--- src/rtl/polifase2int.sv ---
// -----------------------------------------------------------------------------
// polifase2int -- 2:1 polyphase recombination (serializer).
//
// Accepts (x0, x1) sample pairs and emits them on y as x0 then x1, pairs in
// acceptance order. Samples pass through bit-exact.
//
// Ports:
//   clk       in   single clock, rising edge
//   rst       in   synchronous active-high reset
//   x0        in   WIDTH  even-phase sample (output position 2n)
//   x1        in   WIDTH  odd-phase sample  (output position 2n+1)
//   in_valid  in   pair on x0/x1 is valid
//   in_ready  out  block can accept a pair (depends on stored state only)
//   y         out  WIDTH  serialized output sample
//   y_valid   out  y holds a valid word
//   y_ready   in   downstream accepts y
//   y_phase   out  0 = y is the x0 word, 1 = y is the x1 word (phase state)
//
// Handshakes: a transfer happens on a rising edge where valid and ready are
// both 1. A producer never withdraws or changes data while valid=1 and
// ready=0; in_ready/y_valid never depend combinationally on the other side.
// -----------------------------------------------------------------------------
module polifase2int #(
   parameter int WIDTH = 16
) (
   input  logic             clk,
   input  logic             rst,
   input  logic [WIDTH-1:0] x0,
   input  logic [WIDTH-1:0] x1,
   input  logic             in_valid,
   output logic             in_ready,
   output logic [WIDTH-1:0] y,
   output logic             y_valid,
   input  logic             y_ready,
   output logic             y_phase
);

   typedef enum logic {
      EVEN = 1'b0,
      ODD  = 1'b1
   } phase_e;

   // Two-entry pair FIFO, stored as two parallel word arrays.
   logic [WIDTH-1:0] mem_x0_q [2];
   logic [WIDTH-1:0] mem_x0_d [2];
   logic [WIDTH-1:0] mem_x1_q [2];
   logic [WIDTH-1:0] mem_x1_d [2];
   logic             wr_ptr_q, wr_ptr_d;
   logic             rd_ptr_q, rd_ptr_d;
   logic [1:0]       count_q, count_d;
   phase_e           phase_q, phase_d;

   logic push;
   logic xfer;
   logic pop;

   // Outputs come straight from stored state, so no input-to-output paths.
   always_comb begin
      in_ready = (count_q != 2'd2);
      y_valid  = (count_q != 2'd0);
      y_phase  = phase_q;
      y        = (phase_q == ODD) ? mem_x1_q[rd_ptr_q] : mem_x0_q[rd_ptr_q];
   end

   always_comb begin
      push = in_valid & in_ready;
      xfer = y_valid & y_ready;
      // The head pair retires only once its second word has gone out.
      pop  = xfer & (phase_q == ODD);
   end

   always_comb begin
      mem_x0_d = mem_x0_q;
      mem_x1_d = mem_x1_q;
      wr_ptr_d = wr_ptr_q;
      rd_ptr_d = rd_ptr_q;
      count_d  = count_q;
      phase_d  = phase_q;

      if (push) begin
         mem_x0_d[wr_ptr_q] = x0;
         mem_x1_d[wr_ptr_q] = x1;
         wr_ptr_d           = ~wr_ptr_q;
      end

      if (pop) begin
         rd_ptr_d = ~rd_ptr_q;
      end

      case ({push, pop})
         2'b10:   count_d = count_q + 2'd1;
         2'b01:   count_d = count_q - 2'd1;
         default: count_d = count_q;
      endcase

      case (phase_q)
         EVEN:    if (xfer) phase_d = ODD;
         ODD:     if (xfer) phase_d = EVEN;
         default: phase_d = EVEN;
      endcase
   end

   always_ff @(posedge clk) begin
      if (rst) begin
         mem_x0_q[0] <= '0;
         mem_x0_q[1] <= '0;
         mem_x1_q[0] <= '0;
         mem_x1_q[1] <= '0;
         wr_ptr_q    <= 1'b0;
         rd_ptr_q    <= 1'b0;
         count_q     <= 2'd0;
         phase_q     <= EVEN;
      end else begin
         mem_x0_q <= mem_x0_d;
         mem_x1_q <= mem_x1_d;
         wr_ptr_q <= wr_ptr_d;
         rd_ptr_q <= rd_ptr_d;
         count_q  <= count_d;
         phase_q  <= phase_d;
      end
   end

endmodule

--- config.mk ---
export PLATFORM = sky130hd
export DESIGN_NAME = polifase2int
export DESIGN_NICKNAME = d
export VERILOG_FILES = /design/src/rtl/polifase2int.sv
export SDC_FILE = /design/constraint.sdc
export NUM_CORES = 1
export LEC_CHECK = 0
export CAP_MARGIN = 30
export CORE_ASPECT_RATIO = 2
export CORE_MARGIN = 3
export CORE_UTILIZATION = 55
export DETAILED_ROUTE_END_ITERATION = 16
export GPL_ROUTABILITY_DRIVEN = 0
export PLACE_DENSITY = 0.82
export REMOVE_ABC_BUFFERS = 1
export SYNTH_ARGS = -nofsm -noshare
export SYNTH_HDL_FRONTEND = slang
export SYNTH_SLANG_ARGS = --single-unit
--- constraint.sdc ---
create_clock -name clk -period 6.08 [get_ports clk]
set_clock_uncertainty 0.15 [all_clocks]
set_input_delay 1.216 -clock clk [delete_from_list [all_inputs] [get_ports clk]]
set_output_delay 1.216 -clock clk [all_outputs]
set_load 0.005 [all_outputs]
==> flow_summary_export.csv, run 1 <==
group,metric,value,unit
run_status,status,"finished clean",
final_layout,nets,408,
synthesis,muxShareOfSynthArea,0.207,
synthesis,netlist_instances,328,
worst_hold_path,holdCritPathClass,"reg2reg",
worst_hold_path,hold_start,"mem_x1_q[7]$_SDFFE_PP0P_",
place,io_buffers,54,
synthesis,yosys.area.top_type,"dfxtp_1",
sta,fin_crit_sh,0.617,
final_layout,n_fill_cell,464,
critical_path,cpLargestDelayFamily,"buffers and inverters",
clock_network,cts.sinks,69,
critical_path,r2r-start,"count_q[1]$_SDFFE_PP0P_",
critical_path,cp.arrival,2.38,ns
power_and_ir_drop,max-vdd-ir-drop,0.000205,V
critical_path,crit_path_end_kind,"output port",
detailed_routing,vias,2433,
critical_path,rr_endpoint,"wr_ptr_q$_SDFFE_PP0N_",
critical_path,critPathKind,"reg2out",
final_layout,drive_above_1_share,0.102,
place,pre_cts_ws,2.59,ns
worst_hold_path,min_path_cells,2,
synthesis,synth_compound_area_frac,0.104,
sta,setup_viol,0,
detailed_routing,routed_wl,6.83,mm
grt,track_usage,0.215,
clock_network,post_cts_buffers,0,
detailed_routing,viasPerCell,5.59,
synthesis,synth-edff-count,0,
synthesis,ys_ff_latch,69,
die,die_w,60.6,um
critical_path,cp_num_buf_inv,2,
clock_network,htreeDepth,3,
final_layout,antenna_cells,0,
sta,finalSetupTns,0,ns
final_layout,syn2layout_area_growth,23.8,%
clock_network,hold_buffers,0,
detailed_routing,route.detailed.drc,0,
critical_path,reg2reg_slack,3.66,ns
sta,grt_setup_unrepaired,"no",
synthesis,synth-seq-area-share,0.421,
job,cap_viol_max_count,0,
synthesis,synth-xor-area-share,0.00800,
detailed_routing,drt-initial-drc-count,92,
synthesis,synthSimpleGateAreaFrac,0.207,
grt,grt_max_degree,102,
critical_path,max_stage_delay,0.71,ns
clock_network,cts_resized,0,
critical_path,slowest_stage,"dfxtp_1",
grt,antenna_found_initial,0,
synthesis,synth_area_leaders,"dfxtp_1 (42%), nand2b_1 (13%), mux4_2 (11%)",
synthesis,ys.flop_type,"dfxtp_1",
clock_network,clockBufferDepth,2,
sta,timing.fmax,267,MHz
clock_network,cts-buffers-inserted,9,
die,die_area,6990,um2
detailed_routing,dr.pass1.iters,4,
synthesis,synth_adder_area_share,0.00762,
grt,grt_pass1_wl,11.2,mm
detailed_routing,wl_per_cell,15.7,um
sta,max_slew.worst_pin.slew,0.925,ns
sta,finalCriticalPeriod,3.75,ns
die,die_h,115,um
final_layout,regArea,1380,um2
final_layout,multiInputGateArea,1750,um2
grt,grt_overflow,0,
die,placement_rows,39,
clock_network,insertion_delay,0.33,ns
worst_hold_path,holdPathEnd,"mem_x1_q[7]$_SDFFE_PP0P_",
synthesis,syn_avg_cell_area,10.0,um2
critical_path,cp_max_fo,10,
sta,slew_headroom,0.383,
critical_path,path_cells,"buf_4, mux4_2, clkdlybuf4s50_1",
clock_network,tritoncts,"built",
synthesis,yosys-top-cells-count,"dfxtp_1 (69), nand2b_1 (66), o21ai_1 (62)",
clock_network,cts_root_buf,"clkbuf_16",
critical_path,r2r_cells,5,
sta,hold_viol,0,
die,coreArea,5760,um2
power_and_ir_drop,powerDensity,289,nW/um2
detailed_routing,final_antenna_net_count,0,
synthesis,yosys_warnings,0,
synthesis,yosysMostFrequentCell,"dfxtp_1",
synthesis,ys_types,25,
sta,fin_ws,2.33,ns
synthesis,syn_area,3280,um2
synthesis,post-synth-top-area-fraction,0.421,
critical_path,start_kind,"flop",
die,num_io_pins,55,
place,hpwl,4.50,mm
synthesis,synth-async-reset-ratio,0,
sta,drv_slew,0,
power_and_ir_drop,p_leak,1.61,nW
grt,grt_pass1_vias,2460,
synthesis,synth_top_family_by_area,"multiplexers",
critical_path,startpoint,"y_phase$_SDFF_PP0_",
die,start_util,0.570,
critical_path,required,4.71,ns
clock_network,clk_pin_slew_worst_paths,0.05,ns
==> area by class of cell <==
cell class,instances,share of cell area
Sequential cell,69,0.340
Clock inverter,2,0.00246
Inverter,2,0.00246
Timing Repair Buffer,59,0.144
Clock buffer,13,0.0616
Multi-Input combinational cell,229,0.431
Tap cell,61,0.0188
==> tightest hold or removal path, stage by stage, from the launching register on <==
cell and delay (ns):
dfxtp_1 0.30, nand2b_1 0.06, mux2i_1 0.06
==> stage by stage <==
| step | area (um2) | hold WS [ns] | cells | total power, mW | utilization |
|---|---|---|---|---|---|
| global placement | 3780 | 0.307 | 419 | 0.724 | 0.657 |
| detailed placement | 3800 | 0.320 | 420 | 0.730 | 0.661 |
| CTS | 4070 | 0.327 | 435 | 1.19 | 0.706 |
| floorplan | 3140 | 0.295 | 300 | 0.629 | - |
| global route | 4070 | 0.346 | 435 | 1.23 | 0.706 |
| finish | 4070 | 0.326 | 435 | 1.18 | 0.706 |
==> layer usage <==
layer / vias to the layer above / wire length, um / GRT usage
met2: 37 / 3770 / 0.356
met1: 1174 / 2780 / 0.250
met4: 0 / 74 / 0.101
li1: 1214 / - / -
met5: - / 0 / 0
met3: 8 / 195 / 0.0573
==> worst max-delay path by stage <==
stage / end / depth (start not counted)
6_report: y[0] / 3
5_1_grt: y[4] / 3
4_1_cts: y[0] / 3
3_5_place_dp: wr_ptr_q$_SDFFE_PP0N_ / 6
3_3_place_gp: y[0] / 3
2_1_floorplan: mem_x0_q[20]$_SDFFE_PP0P_ / 3
==> cells by family (layout without fill, tap and decap cells) <==
group | count (synthesis) | in the layout
AO/OA/AOI/OAI | 68 | 68
XOR/XNOR | 3 | 3
adder cells (fa/ha/maj) | 2 | 2
buffers and inverters | 30 | 76
flip-flops | 69 | 69
multiplexers | 48 | 48
AND/OR/NAND/NOR | 108 | 108
==> layout by cell type, fill, tap and decap left out <==
master and count:
clkbuf_1 3, nor2b_4 1, dfxtp_1 69, ha_1 2, buf_4 4, clkbuf_16 9, o21ai_1 62, xnor2_1 2
nor2b_1 33, nand2b_1 66, and2_1 1, nor2_1 2, mux4_2 16, clkinv_2 2, and3_1 1, buf_2 1
clkbuf_8 1, clkdlybuf4s50_1 53, xor2_1 1, or3_1 1, nand2_1 1, buf_12 1, inv_1 1, a21oi_1 2
inv_4 1, mux2i_1 32, or2_2 1, o21ai_0 4, nand3_2 1
==> power by group <==
| part | total (mW) | leakage (nW) | switching (mW) | internal, mW |
|---|---|---|---|---|
| clock | 0.456 | 0.129 | 0.173 | 0.283 |
| sequential | 0.512 | 0.564 | 0.0255 | 0.486 |
| combinational | 0.208 | 0.915 | 0.0872 | 0.120 |
==> state kept, by name, summed over array words and instances, names as in the netlist <==
name and cells:
rd_ptr_q 1, mem_x0_q 32, y_phase 1, mem_x1_q 32
count_q 2, wr_ptr_q 1
(Power assumes the default switching activity.)
==> inputs of run 2 (changes only) <==
- CORE_UTILIZATION: 55 -> 53
- PLACE_DENSITY: 0.82 -> 0.8
- clock period: 6.08 -> 3.8 ns (I/O delays scaled with it)
==> run 2 against run 1 <==
Sequential power increased by 58%. Highest routed layer unchanged. Cell count rose by 0.46%. Non-clock buffer count rose by 1. Worst hold slack worse by 0.0083 ns. Sequential share of layout area about the same.
==> flow_summary_export.csv, run 2 (synthesis results as in run 1) <==
group,metric,value,unit
run_status,status,"finished clean",
grt,grt_overflow,0,
critical_path,r2r_cells,5,
sta,grt_setup_unrepaired,"no",
final_layout,nets,409,
grt,grt_max_degree,102,
die,coreArea,6010,um2
critical_path,cp_max_fo,12,
power_and_ir_drop,max-vdd-ir-drop,0.000311,V
power_and_ir_drop,p_leak,1.61,nW
sta,max_slew.worst_pin.slew,0.990,ns
critical_path,r2r-start,"count_q[0]$_SDFFE_PP0P_",
final_layout,drive_above_1_share,0.107,
clock_network,cts.sinks,69,
critical_path,rr_endpoint,"mem_x1_q[13]$_SDFFE_PP0P_",
sta,slew_headroom,0.339,
clock_network,hold_buffers,0,
detailed_routing,route.detailed.drc,0,
clock_network,cts_resized,0,
clock_network,htreeDepth,3,
detailed_routing,viasPerCell,5.47,
place,placed_cells,423,
final_layout,mostFrequentLayoutCells,"dfxtp_1 (69), nand2b_1 (66), o21ai_1 (62)",
clock_network,cts_root_buf,"clkbuf_16",
die,num_io_pins,55,
place,io_buffers,54,
sta,finalSetupTns,0,ns
clock_network,post_cts_buffers,0,
final_layout,n_fill_cell,467,
sta,hold_viol,0,
die,die_w,61.7,um
clock_network,tritoncts,"built",
sta,setup_viol,0,
critical_path,critPathKind,"reg2out",
detailed_routing,final_antenna_net_count,0,
sta,drv_slew,0,
die,start_util,0.547,
worst_hold_path,holdPathEnd,"mem_x0_q[0]$_SDFFE_PP0P_",
grt,grt_pass1_wl,11.0,mm
clock_network,clockBufferDepth,2,
final_layout,antenna_cells,0,
critical_path,max_stage_delay,0.70,ns
grt,grt_pass1_vias,2434,
critical_path,required,2.89,ns
worst_hold_path,min_path_cells,2,
critical_path,start_kind,"flop",
final_layout,stdcell_count,437,
final_layout,largest_registers,"mem_x0_q: 32 flops, mem_x1_q: 32 flops, count_q: 2 flops",
job,cap_viol_max_count,0,
worst_hold_path,holdCritPathClass,"reg2reg",
critical_path,cp.arrival,2.09,ns
critical_path,path_cells,"buf_4, mux4_2, clkdlybuf4s50_1",
die,die_h,117,um
detailed_routing,vias,2392,
power_and_ir_drop,powerDensity,464,nW/um2
clock_network,cts-buffers-inserted,9,
critical_path,crit_path_end_kind,"output port",
detailed_routing,dr.pass1.iters,4,
grt,track_usage,0.198,
sta,timing.fmax,333,MHz
critical_path,reg2reg_slack,1.49,ns
detailed_routing,wl_per_cell,15.2,um
power_and_ir_drop,total_power,1.89,mW
final_layout,syn2layout_area_growth,23.9,%
sta,finalCriticalPeriod,3.00,ns
sta,fin_crit_sh,0.790,
die,die_area,7240,um2
clock_network,insertion_delay,0.32,ns
grt,antenna_found_initial,0,
clock_network,clk_pin_slew_worst_paths,0.05,ns
sta,holdWs,0.317,ns
final_layout,final_common_cell,"dfxtp_1",
place,hpwl,4.24,mm
critical_path,slowest_stage,"dfxtp_1",
die,placement_rows,40,
worst_hold_path,hold_start,"mem_x0_q[0]$_SDFFE_PP0P_",
detailed_routing,drt-initial-drc-count,177,
detailed_routing,routed_wl,6.66,mm
[run 2: cell types whose count changed in the layout (fill, tap and decap cells not counted)]
cell / before / now
buf_12: 1 / 0
buf_4: 4 / 6
clkbuf_1: 3 / 1
clkbuf_8: 1 / 2
[run 2: area by class of cell]
cell class | instances | area, um2 | area share
clock buffer | 12 | 256 | 0.0630
clock inverter | 2 | 10.0 | 0.00246
inverter | 2 | 10.0 | 0.00246
multi-input combinational | 229 | 1750 | 0.431
sequential | 69 | 1380 | 0.339
tap | 63 | 78.8 | 0.0194
timing repair buffer | 60 | 581 | 0.143
[run 2: through the flow]
step	util	instance area (um2)	setup WS, ns
6_report	0.678	4070	0.799
5_1_grt	0.678	4070	0.674
4_1_cts	0.678	4070	0.759
3_5_place_dp	0.633	3800	1.03
3_3_place_gp	0.633	3800	1.10
2_1_floorplan	-	3140	1.28
[run 2: routing by layer]
metal | vias up | global-route usage | share of wire
met5 | - | 0 | 0
met4 | 0 | 0.0757 | 0.016
met3 | 11 | 0.0374 | 0.037
met2 | 60 | 0.333 | 0.54
met1 | 1111 | 0.239 | 0.41
li1 | 1210 | - | -
[run 2: how the worst max path moves through the flow]
stage               depth (start not counted)                   from                   endpoint
floorplan                                   3               in_valid  mem_x0_q[20]$_SDFFE_PP0P_
global placement                            3  rd_ptr_q$_SDFFE_PP0P_                       y[0]
detailed placement                          3               in_valid   mem_x0_q[8]$_SDFFE_PP0P_
CTS                                         3  rd_ptr_q$_SDFFE_PP0P_                       y[0]
global route                                3  rd_ptr_q$_SDFFE_PP0P_                       y[3]
finish                                      3  rd_ptr_q$_SDFFE_PP0P_                       y[0]
[run 2: critical path: cells and delay by family (launching register included)]
kind / cells / cell delay [ns]
buffers and inverters: 2 / 0.74
DFF: 1 / 0.70
muxes: 1 / 0.32
[run 2: report_power, final]
part / leakage, nW / internal (mW) / switching (mW)
clock network: 0.134 / 0.467 / 0.271
registers: 0.564 / 0.778 / 0.0298
logic: 0.916 / 0.193 / 0.151
==> inputs of run 3 (changes only) <==
- clock period: 3.8 -> 3.1 ns (I/O delays scaled with it)
==> run 3 against run 2 <==
Clock power up 22%. Die area unchanged. Count of clock-buffer cells in the layout up 1. Critical path depth unchanged. Routed wire length up 3.2%. Sequential power up 23%. Cell count up 1.1%. Sequential share of layout area down 0.40 points. Via count up 0.79%.
==> flow_summary_export.csv, run 3 (synthesis results as in run 1) <==
group,metric,value,unit
die,coreArea,6010,um2
critical_path,r2r-start,"count_q[0]$_SDFFE_PP0P_",
clock_network,hold_buffers,0,
final_layout,final_common_cell,"dfxtp_1",
clock_network,htreeDepth,3,
clock_network,post_cts_buffers,0,
power_and_ir_drop,comb_power_share,0.187,
place,io_buffers,54,
detailed_routing,dr.pass1.iters,4,
detailed_routing,routed_wl,6.87,mm
critical_path,start_kind,"flop",
clock_network,cts_root_buf,"clkbuf_16",
die,die_area,7240,um2
sta,finalSetupTns,0,ns
final_layout,final_util,0.686,
grt,track_usage,0.211,
clock_network,cts_resized,0,
worst_hold_path,holdPathEnd,"mem_x0_q[2]$_SDFFE_PP0P_",
final_layout,mostFrequentLayoutCells,"dfxtp_1 (69), nand2b_1 (66), o21ai_1 (62)",
detailed_routing,route.detailed.drc,0,
critical_path,critPathKind,"reg2out",
worst_hold_path,min_path_cells,2,
sta,drv_slew,0,
sta,timing.fmax,361,MHz
sta,fin_ws,0.331,ns
clock_network,tritoncts,"built",
power_and_ir_drop,max-vdd-ir-drop,0.000460,V
sta,finalCriticalPeriod,2.77,ns
grt,antenna_found_initial,0,
final_layout,antenna_cells,0,
grt,grt_pass1_vias,2506,
sta,slew_headroom,0.622,
grt,grt_overflow,0,
grt,grt_pass1_wl,11.7,mm
critical_path,max_stage_delay,0.64,ns
power_and_ir_drop,intPower,1.75,mW
power_and_ir_drop,total_power,2.32,mW
die,start_util,0.547,
power_and_ir_drop,p_leak,1.64,nW
place,hpwl,4.62,mm
sta,setup_viol,0,
critical_path,slowest_stage,"dfxtp_1",
critical_path,r2r_cells,6,
clock_network,clockBufferDepth,2,
final_layout,drive_above_1_share,0.113,
power_and_ir_drop,powerDensity,564,nW/um2
run_status,status,"finished clean",
final_layout,largest_registers,"mem_x0_q: 32 flops, mem_x1_q: 32 flops, count_q: 2 flops",
worst_hold_path,hold_start,"mem_x0_q[2]$_SDFFE_PP0P_",
sta,hold_viol,0,
die,die_w,61.7,um
clock_network,insertion_delay,0.32,ns
die,die_h,117,um
critical_path,required,2.33,ns
sta,fin_crit_sh,0.893,
job,cap_viol_max_count,0,
final_layout,stdcell_count,442,
critical_path,path_cells,"buf_4, mux4_2, clkdlybuf4s50_1",
sta,grt_setup_unrepaired,"no",
clock_network,cts.sinks,69,
critical_path,cp.arrival,2.00,ns
critical_path,cp_max_fo,10,
final_layout,nets,413,
place,pre_cts_ws,0.654,ns
detailed_routing,final_antenna_net_count,0,
detailed_routing,drt-initial-drc-count,105,
clock_network,clk_pin_slew_worst_paths,0.05,ns
detailed_routing,vias,2411,
die,num_io_pins,55,
critical_path,crit_path_end_kind,"output port",
detailed_routing,wl_per_cell,15.5,um
place,placed_cells,427,
detailed_routing,viasPerCell,5.45,
critical_path,rr_endpoint,"count_q[1]$_SDFFE_PP0P_",
final_layout,n_fill_cell,475,
clock_network,cts-buffers-inserted,9,
final_layout,syn2layout_area_growth,25.4,%
power_and_ir_drop,clock_power_share,0.387,
power_and_ir_drop,switching_share,0.244,
worst_hold_path,holdCritPathClass,"reg2reg",
grt,grt_max_degree,64,
critical_path,reg2reg_slack,0.99,ns
die,placement_rows,40,
sta,max_slew.worst_pin.slew,0.566,ns
power_and_ir_drop,p_seq_frac,0.427,
power_and_ir_drop,switchingPower,0.567,mW
## run 3: changes by cell type in the layout (fill, tap and decap cells not counted)
cell,previous run,this run
clkbuf_1,1,3
buf_4,6,8
buf_12,0,2
clkbuf_8,2,1
## run 3: stage by stage
step	cell area (um2)	hold WS, ns
6_report	4120	0.319
5_1_grt	4120	0.343
4_1_cts	4120	0.322
3_5_place_dp	3860	0.313
3_3_place_gp	3860	0.307
2_1_floorplan	3140	0.295
## run 3: power by group through the flow
stage          combinational (mW)  clock, mW  sequential, mW
2_1_floorplan               0.220          0            1.01
3_3_place_gp                0.430          0            1.00
3_5_place_dp                0.435          0            1.01
4_1_cts                     0.437      0.915           0.990
5_1_grt                     0.472      0.946           0.998
6_report                    0.433      0.898           0.990
## run 3: cell type report
class,instances,area (um2),share of cell area
Sequential cell,69,1380,0.335
Inverter,2,10.0,0.00243
Timing Repair Buffer,64,636,0.154
Clock inverter,2,10.0,0.00243
Multi-Input combinational cell,229,1750,0.425
Tap cell,63,78.8,0.0191
Clock buffer,13,250,0.0608
## run 3: how the worst max path moves through the flow
stage	slack, ns	end	from
6_report	0.33	y[3]	rd_ptr_q$_SDFFE_PP0P_
4_1_cts	0.31	y[0]	rd_ptr_q$_SDFFE_PP0P_
2_1_floorplan	0.72	mem_x0_q[20]$_SDFFE_PP0P_	in_valid
3_3_place_gp	0.66	y[0]	rd_ptr_q$_SDFFE_PP0P_
3_5_place_dp	0.65	count_q[1]$_SDFFE_PP0P_	y_ready
5_1_grt	0.23	y[3]	rd_ptr_q$_SDFFE_PP0P_
## run 3: worst max-delay path: cells and delay by family, from the launching register on
family	cells	cell delay, ns
buffers and inverters	2	0.72
flip-flops	1	0.64
multiplexers	1	0.31
## run 3: per-layer routing
metal / routed length, um / up-vias / GRT usage
met1: 2830 / 1137 / 0.270
li1: - / 1221 / -
met4: 97 / 0 / 0.0664
met2: 3750 / 46 / 0.344
met5: 0 / - / 0
met3: 191 / 7 / 0.0430
